## src/rtl/frame_capture_ctrl.sv

```systemverilog
// frame_capture_ctrl
// ------------------
// Single-frame capture controller placed between the VGA controller outputs
// and the SRAM write port. After the controller is armed, it skips a
// programmable number of frame ticks. It then writes one rectangular window
// of the selected colour channel into frame memory, freezes the display and
// reports completion.
//
// Optional feature: define FRAME_CAP_RGB565_EN to enable RGB565 packing on
// iChSel=3. Packing requires DATA_W >= 16 and PIX_W >= 6. When the macro is
// not defined, iChSel=3 selects the red channel.
//
// Ports
//   iCLK                    pixel clock, shared with the VGA controller
//   iRST                    asynchronous active-high reset
//   iRed/iGreen/iBlue       pixel colour, PIX_W bits each
//   iX/iY                   raster coordinate of the current pixel
//   iArm                    level input; a rising edge starts a capture,
//                           and a low level aborts or clears it
//   iChSel                  0 red, 1 green, 2 blue, 3 RGB565 (or red)
//   iBase                   memory base address of the window
//   oMemAddr/oMemData       registered write address and write data
//   oMemWE                  write strobe, one cycle per pixel
//   oBusy                   high in WAIT and CAPTURE
//   oFreeze                 high in CAPTURE and DONE
//   oDone                   high in DONE
//   oState                  debug view of the state register
//
// Handshake: oMemWE is a valid-only strobe. The memory port has no ready
// signal and must accept a write on every cycle in which oMemWE is high.
// The address and data are meaningful only while oMemWE is high.
module frame_capture_ctrl #(
  parameter int H_START     = 0,
  parameter int V_START     = 0,
  parameter int H_RES       = 640,
  parameter int V_RES       = 480,
  parameter int PIX_W       = 10,
  parameter int DATA_W      = 16,
  parameter int ADDR_W      = 20,
  parameter int SKIP_FRAMES = 50
) (
  input  logic              iCLK,
  input  logic              iRST,
  input  logic [PIX_W-1:0]  iRed,
  input  logic [PIX_W-1:0]  iGreen,
  input  logic [PIX_W-1:0]  iBlue,
  input  logic [12:0]       iX,
  input  logic [12:0]       iY,
  input  logic              iArm,
  input  logic [1:0]        iChSel,
  input  logic [ADDR_W-1:0] iBase,
  output logic [ADDR_W-1:0] oMemAddr,
  output logic [DATA_W-1:0] oMemData,
  output logic              oMemWE,
  output logic              oBusy,
  output logic              oFreeze,
  output logic              oDone,
  output logic [1:0]        oState
);

  typedef enum logic [1:0] {
    IDLE    = 2'd0,
    WAIT    = 2'd1,
    CAPTURE = 2'd2,
    DONE    = 2'd3
  } state_t;

  // Window bounds. The upper bounds are one bit wider than the coordinate
  // so that a window that ends exactly at 2^13 still compares correctly.
  localparam logic [13:0] X_LO   = 14'(H_START);
  localparam logic [13:0] X_HI   = 14'(H_START + H_RES);
  localparam logic [13:0] Y_LO   = 14'(V_START);
  localparam logic [13:0] Y_HI   = 14'(V_START + V_RES);
  localparam logic [12:0] X_ORG  = 13'(H_START);
  localparam logic [12:0] Y_ORG  = 13'(V_START);
  localparam logic [12:0] X_LAST = 13'(H_START + H_RES - 1);
  localparam logic [12:0] Y_LAST = 13'(V_START + V_RES - 1);
  localparam logic [15:0] SKIP   = 16'(SKIP_FRAMES);

  state_t            state;
  logic [12:0]       prevX;
  logic [12:0]       prevY;
  logic              armQ;
  logic [15:0]       frameCnt;
  logic [1:0]        chSelQ;
  logic [ADDR_W-1:0] baseQ;

  logic              newPix;
  logic              inWin;
  logic              frameTick;
  logic              isLast;
  logic              armEdge;
  logic [ADDR_W-1:0] offX;
  logic [ADDR_W-1:0] offY;
  logic [ADDR_W-1:0] wrAddr;
  logic [DATA_W-1:0] pixData;

  assign newPix    = ({iX, iY} != {prevX, prevY});
  assign inWin     = ({1'b0, iX} >= X_LO) && ({1'b0, iX} < X_HI) &&
                     ({1'b0, iY} >= Y_LO) && ({1'b0, iY} < Y_HI);
  assign frameTick = newPix && (iX == X_ORG) && (iY == Y_ORG);
  assign isLast    = (iX == X_LAST) && (iY == Y_LAST);
  assign armEdge   = iArm && !armQ;

  // The address arithmetic is performed entirely in ADDR_W bits, so an
  // address beyond the top of memory wraps around to zero.
  assign offX   = ADDR_W'(iX) - ADDR_W'(H_START);
  assign offY   = ADDR_W'(iY) - ADDR_W'(V_START);
  assign wrAddr = baseQ + offX + ADDR_W'(H_RES) * offY;

  always_comb begin
    pixData = DATA_W'(iRed);
    case (chSelQ)
      2'd1:    pixData = DATA_W'(iGreen);
      2'd2:    pixData = DATA_W'(iBlue);
`ifdef FRAME_CAP_RGB565_EN
      2'd3:    pixData = DATA_W'({iRed[PIX_W-1 -: 5], iGreen[PIX_W-1 -: 6],
                                  iBlue[PIX_W-1 -: 5]});
`endif
      default: pixData = DATA_W'(iRed);
    endcase
  end

  always_ff @(posedge iCLK or posedge iRST) begin
    if (iRST) begin
      state    <= IDLE;
      prevX    <= '1;
      prevY    <= '1;
      // The arm history resets high. A level that is already high when
      // reset is released does not count as a new arm edge.
      armQ     <= 1'b1;
      frameCnt <= '0;
      chSelQ   <= '0;
      baseQ    <= '0;
      oMemAddr <= '0;
      oMemData <= '0;
      oMemWE   <= 1'b0;
    end else begin
      prevX  <= iX;
      prevY  <= iY;
      armQ   <= iArm;
      oMemWE <= 1'b0;
      if (!iArm) begin
        state <= IDLE;
      end else begin
        case (state)
          IDLE: begin
            if (armEdge) begin
              chSelQ   <= iChSel;
              baseQ    <= iBase;
              frameCnt <= '0;
              state    <= WAIT;
            end
          end
          WAIT: begin
            if (frameTick) begin
              if (frameCnt == SKIP) begin
                // The tick pixel is the window origin and is the first write.
                oMemWE   <= 1'b1;
                oMemAddr <= wrAddr;
                oMemData <= pixData;
                state    <= isLast ? DONE : CAPTURE;
              end else begin
                frameCnt <= frameCnt + 16'd1;
              end
            end
          end
          CAPTURE: begin
            if (newPix && inWin) begin
              oMemWE   <= 1'b1;
              oMemAddr <= wrAddr;
              oMemData <= pixData;
              if (isLast) state <= DONE;
            end
          end
          DONE: begin
            state <= DONE;
          end
          default: state <= IDLE;
        endcase
      end
    end
  end

  assign oBusy   = (state == WAIT) || (state == CAPTURE);
  assign oFreeze = (state == CAPTURE) || (state == DONE);
  assign oDone   = (state == DONE);
  assign oState  = state;

endmodule

```

## config.mk

```make
export PLATFORM = sky130hd
export DESIGN_NAME = frame_capture_ctrl
export DESIGN_NICKNAME = d
export VERILOG_FILES = /design/src/rtl/frame_capture_ctrl.sv
export SDC_FILE = /design/constraint.sdc
export NUM_CORES = 1
export LEC_CHECK = 0
export BUFFER_PORTS_ARGS = -buffer_cell sky130_fd_sc_hd__buf_4
export CORE_ASPECT_RATIO = 0.6
export CORE_UTILIZATION = 45
export DETAILED_ROUTE_END_ITERATION = 12
export PLACE_DENSITY_LB_ADDON = 0.2
export SKIP_CTS_REPAIR_TIMING = 1
export SLEW_MARGIN = 0
export SYNTH_ARGS = -nofsm -noshare
export SYNTH_HDL_FRONTEND = slang
export SYNTH_SLANG_ARGS = --single-unit
```

## constraint.sdc

```tcl
create_clock -name iCLK -period 3.03 [get_ports iCLK]
set_clock_uncertainty 0.2 [all_clocks]
set_input_delay 0.606 -clock iCLK [delete_from_list [all_inputs] [get_ports iCLK]]
set_output_delay 0.606 -clock iCLK [all_outputs]
set_load 0.02 [all_outputs]
```

**Yosys cells after proc, flatten, opt, wreduce, memory -nomap -nowiden**

Index checks and enable logic that the tools add are counted.

- Bits of input ports: 81
- Output and inout port bits: 42
- Bits in registers: 104
- Word-level logic and storage cells: 79

- Add/sub/neg operators: 3
- Mux-type cells: 26
- $lt $le $gt $ge: 2
- Equal/unequal tests: 19
- $mul: 1
- Reductions and logical operators: 18

Operators with widths:

| cell | number |
|---|---|
| 16-bit 2-to-1 mux | 6 |
| 16-bit one-hot mux with 2 select lines | 2 |
| 20-bit 2-to-1 mux | 3 |
| 20-bit one-hot mux with 2 select lines | 1 |
| 13-bit zero test | 2 |
| 26-bit != test | 1 |
| 20-bit by 13-bit adder with 20-bit output | 1 |
| 20-bit adder | 1 |
| 10-bit one-hot mux with 2 select lines | 1 |
| 16-bit by 1-bit adder with 16-bit output (second input constant) | 1 |
| 16-bit by 6-bit == test with 1-bit output (second input constant) | 1 |
| 3-bit != test (second input constant) | 5 |
| 5-bit AND reduction | 3 |
| 13-bit by 10-bit == test with 1-bit output (second input constant) | 1 |
| 13-bit by 9-bit == test with 1-bit output (second input constant) | 1 |
| 13-bit by 10-bit < comparator with 1-bit output (second input constant) | 1 |
| 13-bit by 9-bit < comparator with 1-bit output (second input constant) | 1 |
| 3-bit by 13-bit multiplier with 13-bit output (first input constant) | 1 |
| 2-bit 2-to-1 mux | 6 |
| 2-bit != test (second input constant) | 5 |
| 2-bit one-hot mux with 4 select lines | 1 |
| 2-bit == test (second input constant) | 3 |
| 1-bit logical AND | 6 |
| 1-bit 2-to-1 mux | 5 |
| other kinds (7) | 10 |

**Logic depth before layout (Yosys ltp)**

Gate-level depths: netlist of run 1.

- Depth after elaboration: 7
- Gate-level depth with buffers: 17
- Mapped depth without buffers: 17

**Least setup slack after synthesis of run 1**

OpenSTA, ideal clock, no wires.

- Path kind: input to register
- From: input port iY[1]
- To: register oMemAddr[19]
- Slack: -0.946 ns
- Data arrival time: 3.652 ns
- Setup time: 0.125 ns
- Path buffers: 0
- Stages on the path: 15
- Required time: 2.705 ns
- Cells stage by stage: ha_1 > ha_1 > fa_1 > a21o_1 > a21oi_1 > o21bai_1 > a21oi_1 > xnor2_1 > ha_1 > ha_1 > nand3_1 > o211ai_1 > o41ai_2 > xnor2_1 > mux2_2

- Longest elaborated chain between the ends: 5
- Elaborated cells between the ends (all ways): 16
- Those cells by class: add/sub: 1; mul: 1; order compare: 1; eq/ne: 3; mux: 4; reduce/logical: 6

RTL lines:

| element | RTL line | text |
|---|---|---|
| from (decl) | 48 | `input logic [12:0] iY,` |
| 3-bit by 13-bit multiplier with 13-bit output (tied with other cells) | 109 | `assign wrAddr = baseQ + offX + ADDR_W'(H_RES) * offY;` |
| 20-bit adder (tied with other cells) | 109 |  |
| 20-bit 2-to-1 mux (tied with other cells) | 157 | `if (frameCnt == SKIP) begin` |
| 20-bit 2-to-1 mux or 2-bit != test (tied branches) | - |  |
| 20-bit one-hot mux with 2 select lines or 5-bit AND reduction (tied branches) | - |  |
| to (signal assigned) | 160 | `oMemAddr <= wrAddr;` |
| to (signal assigned) | 171 | `oMemAddr <= wrAddr;` |
| to (decl) | 52 | `output logic [ADDR_W-1:0] oMemAddr,` |

Parallel ways exist; a longest one is shown, timed or not. The select of a mux whose other input is x is not followed.
A chain may end at the register's enable or synchronous reset.

**Final worst setup path of run 1**

- From: input port iY[3]
- To: register oMemAddr[19]

The elaborated chain is that of the path after synthesis.

==> results of run 1 <==
[worst reg2reg max path, stage by stage (launching register included)]
cell	delay, ns
dfrtp_1	0.41
fa_1	0.46
ha_1	0.34
a21o_1	0.21
a31o_2	0.26
or3_4	0.38
o2111ai_4	0.24
o211ai_1	0.18
o41ai_2	0.27
xnor2_1	0.12
mux2_4	0.27
[cells in the mapped netlist, types with 4 or more instances]
library cell	n
a21o_1	6
a21oi_1	19
a22oi_1	11
a31oi_1	4
buf_2	4
buf_4	6
clkbuf_1	8
dfrtp_1	71
dfstp_2	27
fa_1	8
ha_1	58
inv_1	25
mux2_2	50
nand2_1	33
nand3_1	16
nand4_1	9
nor2_1	21
nor3_1	10
nor4_1	13
o21ai_0	23
o21bai_1	4
or3_1	5
xnor2_1	31
xor2_1	30
[kinds of logic after synthesis]
kind of cell,Yosys count,synth area share
buf+inv,44,0.0332
fa+ha+maj,66,0.147
mux,54,0.100
flops,98,0.412
simple gates,131,0.115
xor+xnor,61,0.0886
compound gates,92,0.103
other cells,1,0.000622
[sequential cells by signal (all words and copies together), names as in the netlist]
signal / count
baseQ: 20
oMemAddr: 20
frameCnt: 16
prevX: 13
prevY: 13
oMemData: 10
chSelQ: 2
oState: 2
armQ: 1
oMemWE: 1
[worst paths after layout]
kind	startpoint	to	slack (ns)	depth (start not counted)
max reg2reg	baseQ[8]	oMemAddr[19]	-0.43	10
max	iY[3]	oMemAddr[19]	-0.77	15
min in group iCLK	iY[11]	prevY[11]	0.21	1
min reg2reg	oMemData[8]	oMemData[8]	0.31	1
min	iRST	oMemData[0]	0.13	2
max in group asynchronous	iRST	prevY[11]	1.78	3
[metal layers]
| layer | vias up | track usage | wire length (um) |
|---|---|---|---|
| met3 | 19 | 0.0602 | 906 |
| li1 | 2354 | - | - |
| met5 | - | 0 | 0 |
| met1 | 2503 | 0.347 | 7820 |
| met4 | 0 | 0.0467 | 154 |
| met2 | 135 | 0.359 | 7300 |
[area by class of cell]
class | count | area [um^2] | area share
Multi-Input combinational cell | 410 | 3700 | 0.444
Sequential cell | 98 | 2490 | 0.298
Timing Repair Buffer | 200 | 1590 | 0.190
Clock buffer | 15 | 258 | 0.0309
Tap cell | 170 | 213 | 0.0255
Inverter | 25 | 97.6 | 0.0117
Clock inverter | 1 | 5.00 | 0.000600
[report_power, final]
| part | internal, uW | switching (uW) | total [uW] |
|---|---|---|---|
| registers | 1720 | 263 | 1980 |
| clock network | 581 | 495 | 1080 |
| logic | 2760 | 2610 | 5370 |
| total | 5060 | 3370 | 8420 |
[through the flow]
step / setup TNS [ns] / utilization / instance area, um^2 / total power (uW) / setup slack, ns
floorplan: -4.16 / - / 6190 / 4940 / -0.836
global placement: -14.10 / 0.602 / 7800 / 6480 / -1.17
detailed placement: -14.82 / 0.602 / 7800 / 6660 / -1.27
CTS: -5.00 / 0.622 / 8070 / 7780 / -0.910
global route: -5.51 / 0.644 / 8350 / 9000 / -0.911
finish: -4.60 / 0.644 / 8350 / 8420 / -0.769
==> reports/metrics.yaml, run 1 <==
sta:
  drv_slew: 0
  finalHoldViolations: 0
  setup_viol: 8
  max_freq_ghz: 0.263
  finalCritPeriodShare: 1.25
  hold-worst-slack_ns: 0.127
  period_minus_slack_ns: 3.80
  rsz0062_at_grt: "yes"
  timing.final.ws_setup_ns: -0.769
  tightest_slew_ns: 0.594
  slew_headroom: 0.603
die:
  core_region_area_um2: 13000
  start_util: 0.465
  rows: 32
  dieHeight_um: 91.7
  dieArea_um2: 13900
  io_pins: 123
  die_w_um: 151
pwr:
  vdd_drop_max_uv: 640
  power_leakage_uw: 0.00385
  p_per_area_nw_per_um2: 1010
grt:
  grt_antenna_before_repair: 0
  overflow: 0
  track_usage: 0.239
  grt_pass1_vias: 4960
  grt_pass1_wl_um: 25400
  grt_max_degree: 52
layout:
  finalNonFillerCells: 919
  layout-drive-gt1-share: 0.458
  final_cell_mix: "buf_4, dfrtp_1, ha_1"
  diodes: 0
  layout.nets: 891
  fill_cells: 1046
  synthToLayoutAreaGrowth_pct: 38.5
  layout.cells.most_common: "buf_4"
synthesis:
  synth_area_leader_cell: "dfrtp_1"
  synth.distinct_cells: 59
  async_flop_share: 1.00
  synth_seq_cells: 98
  syn_avg_cell_area_um2: 11.0
  synth_cells: 547
  synth_edf_count: 0
  seq_area_frac_synth: 0.412
  synth_flop_cell: "dfrtp_1"
  synth_area_um2: 6030
  ys_warn_count: 0
  yosys-top-cells-area: "dfrtp_1, ha_1, dfstp_2"
  synth.top_cell.area_share: 0.295
worst_hold_path:
  hp-class: "in2async"
clock_network:
  cts_tree: "yes"
  clkTransAtPathRegs_ns: 0.07
  clock_latency_ns: 0.35
  clock_sinks: 98
  clockRootBuffer: "clkbuf_16"
  cts_made_buffers: 9
  htreeDepth: 3
  clk_path_buf_depth: 2
worst_setup_path:
  crit_path_start_kind: "input port"
  path_delay_family: "adder cells"
  cp.arrival_ns: 3.83
  cp_max_fo: 3
  crit_top_cell: "ha_4"
  worstSetupPathType: "in2reg"
  worst-path-buf-inv: 3
  cp-end-kind: "flip-flop"
  cpPeakStageDelay_ns: 0.54
  worst_path_max_delay_cell: "fa_1"
  crit_required_ns: 3.06
  cp_cell_sequence: "buf_8 > ha_4 > ha_4 > fa_2 > xnor2_2 > fa_1 > inv_2 > ha_4 > buf_6 > or3_4 > o2111ai_4 > o211ai_1 > o41ai_2 > xnor2_1 > mux2_4"
route:
  firstDrtPassIters: 5
  drtIter0Drc: 232
  postRouteAntennaNets: 0
  via_per_inst: 5.45
  drc_errors: 0
  vias: 5011
  wl_um: 16200
  routedWlPerCell_um: 17.6
placed_design:
  port_buffers: 116
  hpwl_um: 12400
  dp_cells: 897
  finalWeightedCongestion: 0.841
run:
  max_cap_violations: 0
outcome:
  status: "complete, but fails checks"
  violations: "negative setup slack"
Power figures use the tool's default switching activity.
==> run 2, diff against run 1 <==
HOLD_SLACK_MARGIN = 0.15   (was not set)
==> run 2 against run 1 <==
The run still ends with negative setup slack left. Utilization increased by 0.077 points. Via count decreased by 0.24%. Die area unchanged. Largest cell class unchanged.
==> reports/metrics.yaml, run 2 (same netlist as run 1, synthesis figures left out) <==
sta:
  finalHoldViolations: 0  # unchanged
  tightest_slew_ns: 0.596  # +0.00230 ns
  tns_ns: -4.61  # -0.0152 ns
  timing.final.ws_setup_ns: -0.771  # -0.00120 ns
  drv_slew: 0  # unchanged
  setup_viol: 8  # unchanged
  slew_headroom: 0.602  # -0.00153
  rsz0062_at_grt: "yes"
  period_minus_slack_ns: 3.80  # +0.00120 ns
  finalCritPeriodShare: 1.25  # about the same
  max_freq_ghz: 0.263  # about the same
die:
  dieArea_um2: 13900  # unchanged
  die_w_um: 151  # unchanged
  dieHeight_um: 91.7  # unchanged
  core_region_area_um2: 13000  # unchanged
  start_util: 0.465  # unchanged
  rows: 32  # unchanged
  io_pins: 123  # unchanged
pwr:
  p_clk_frac: 0.127  # about the same
  vdd_drop_max_uv: 640  # about the same
  seq_power_share: 0.235  # about the same
  power_uw: 8420  # about the same
  combPwrFrac: 0.638  # about the same
  p_per_area_nw_per_um2: 1010  # -0.16%
  p_sw_uw: 3360  # -0.13%
  power_leakage_uw: 0.00385  # +0.11%
  p_sw_frac: 0.399  # about the same
  p_int_uw: 5060  # about the same
worst_setup_path:
  path_delay_family: "adder cells"
  cpPeakStageDelay_ns: 0.54  # about the same
  worst-path-buf-inv: 3  # unchanged
  crit_top_cell: "ha_4"
  cp-end-kind: "flip-flop"
  cp.arrival_ns: 3.83  # about the same
  cp_max_fo: 3  # unchanged
  crit_required_ns: 3.06  # about the same
  startpoint: "iY[3]"
  cp_cell_sequence: "buf_8 > ha_4 > ha_4 > fa_2 > xnor2_2 > fa_1 > inv_2 > ha_4 > buf_6 > or3_4 > o2111ai_4 > o211ai_1 > o41ai_2 > xnor2_1 > mux2_4"
  worstSetupPathType: "in2reg"
  timing.rr.start: "baseQ[8]"
  crit_path_start_kind: "input port"
  worst_path_max_delay_cell: "fa_1"
grt:
  track_usage: 0.239  # unchanged
  overflow: 0  # unchanged
  grt_antenna_before_repair: 0  # unchanged
  grt_pass1_vias: 4960  # unchanged
  grt_max_degree: 52  # unchanged
  grt_pass1_wl_um: 25400  # unchanged
placed_design:
  hpwl_um: 12400  # unchanged
  dp_cells: 897  # unchanged
  placedInstanceArea_um2: 7800  # unchanged
  port_buffers: 116  # unchanged
  finalWeightedCongestion: 0.841  # unchanged
layout:
  final_cell_mix: "buf_4, dfrtp_1, ha_1"
  largestRegisters: "baseQ: 20 flops, oMemAddr: 20 flops, frameCnt: 16 flops"
  diodes: 0  # unchanged
  synthToLayoutAreaGrowth_pct: 38.6
  layout.cells.most_common: "buf_4"
  layout-drive-gt1-share: 0.457  # -0.000611
  fin_util: 0.644  # +0.000771
  finalNonFillerCells: 920  # +0.11%
  layout.nets: 892  # +0.11%
  final_cell_area_um2: 8360  # +0.12%
route:
  firstDrtPassIters: 4  # -1
  via_per_inst: 5.43  # -0.35%
  met2WireLength_um: 7360  # +0.84%
  postRouteAntennaNets: 0  # unchanged
  wl_met1_um: 7690  # -1.7%
  drc_errors: 0  # unchanged
  vias: 4999  # -0.24%
  routed.top_layer: "met4"
  wl_um: 16200  # about the same
  drtIter0Drc: 254  # +9.5%
  routedWlPerCell_um: 17.6  # -0.13%
  met3_length_um: 1000  # +11%
clock_network:
  clock_latency_ns: 0.35  # about the same
  clk_path_buf_depth: 2  # unchanged
  cts_tree: "yes"
  clock_sinks: 98  # unchanged
  clkTransAtPathRegs_ns: 0.07  # about the same
  cts_made_buffers: 9  # unchanged
  clockRootBuffer: "clkbuf_16"
  htreeDepth: 3  # unchanged
worst_hold_path:
  hp-class: "in2reg"
  worstHoldStart: "iArm"
run:
  max_cap_violations: 0  # unchanged
outcome:
  violations: "negative setup slack"
  status: "complete, but fails checks"
## run 2: changes by cell type in the layout (fill, tap and decap cells not counted)
cell	delta
dlygate4sd3_1	+1
## run 2: per-layer routing
layer / track usage / up-vias
met1: 0.347 / 2493
met3: 0.0602 / 16
met5: 0 / -
met4: 0.0467 / 0
li1: - / 2351
met2: 0.359 / 139
## run 2: through the flow
stage / worst slack (ns) / hold slack [ns]
floorplan: -0.836 / 0.279
global route: -0.911 / 0.195
finish: -0.771 / 0.214
CTS: -0.910 / 0.144
global placement: -1.17 / 0.276
detailed placement: -1.27 / 0.285
## run 2: final cells by class
cell class / count / area, um^2
fill: 1045 / 4610
multi-input combinational: 410 / 3700
sequential: 98 / 2490
timing repair buffer: 201 / 1600
clock buffer: 15 / 258
tap: 170 / 213
inverter: 25 / 97.6
clock inverter: 1 / 5.00
## run 2: worst paths after layout
kind | endpoint | slack (ns) | cells after the start
worst max-delay path | oMemAddr[19] | -0.77 | 15
min in group asynchronous | oMemData[0] | 0.70 | 3
worst max register to register | oMemAddr[19] | -0.43 | 10
worst min-delay path | armQ | 0.21 | 1
worst min register to register | oMemData[8] | 0.31 | 1
max in group asynchronous | prevY[11] | 1.21 | 4
## run 2: worst register-to-register path: stages, from the launching register on
cell	delay, ns
dfrtp_1	0.41
fa_1	0.46
ha_1	0.34
a21o_1	0.21
a31o_2	0.26
or3_4	0.38
o2111ai_4	0.24
o211ai_1	0.18
o41ai_2	0.27
xnor2_1	0.12
mux2_4	0.27
## run 2: power groups by stage
stage	logic [uW]	clock network (uW)	registers (uW)
5_1_grt	5820	1150	2030
4_1_cts	4710	1090	1980
3_5_place_dp	4660	0	2000
3_3_place_gp	4520	0	1970
2_1_floorplan	2760	0	2180
6_report	5370	1070	1980
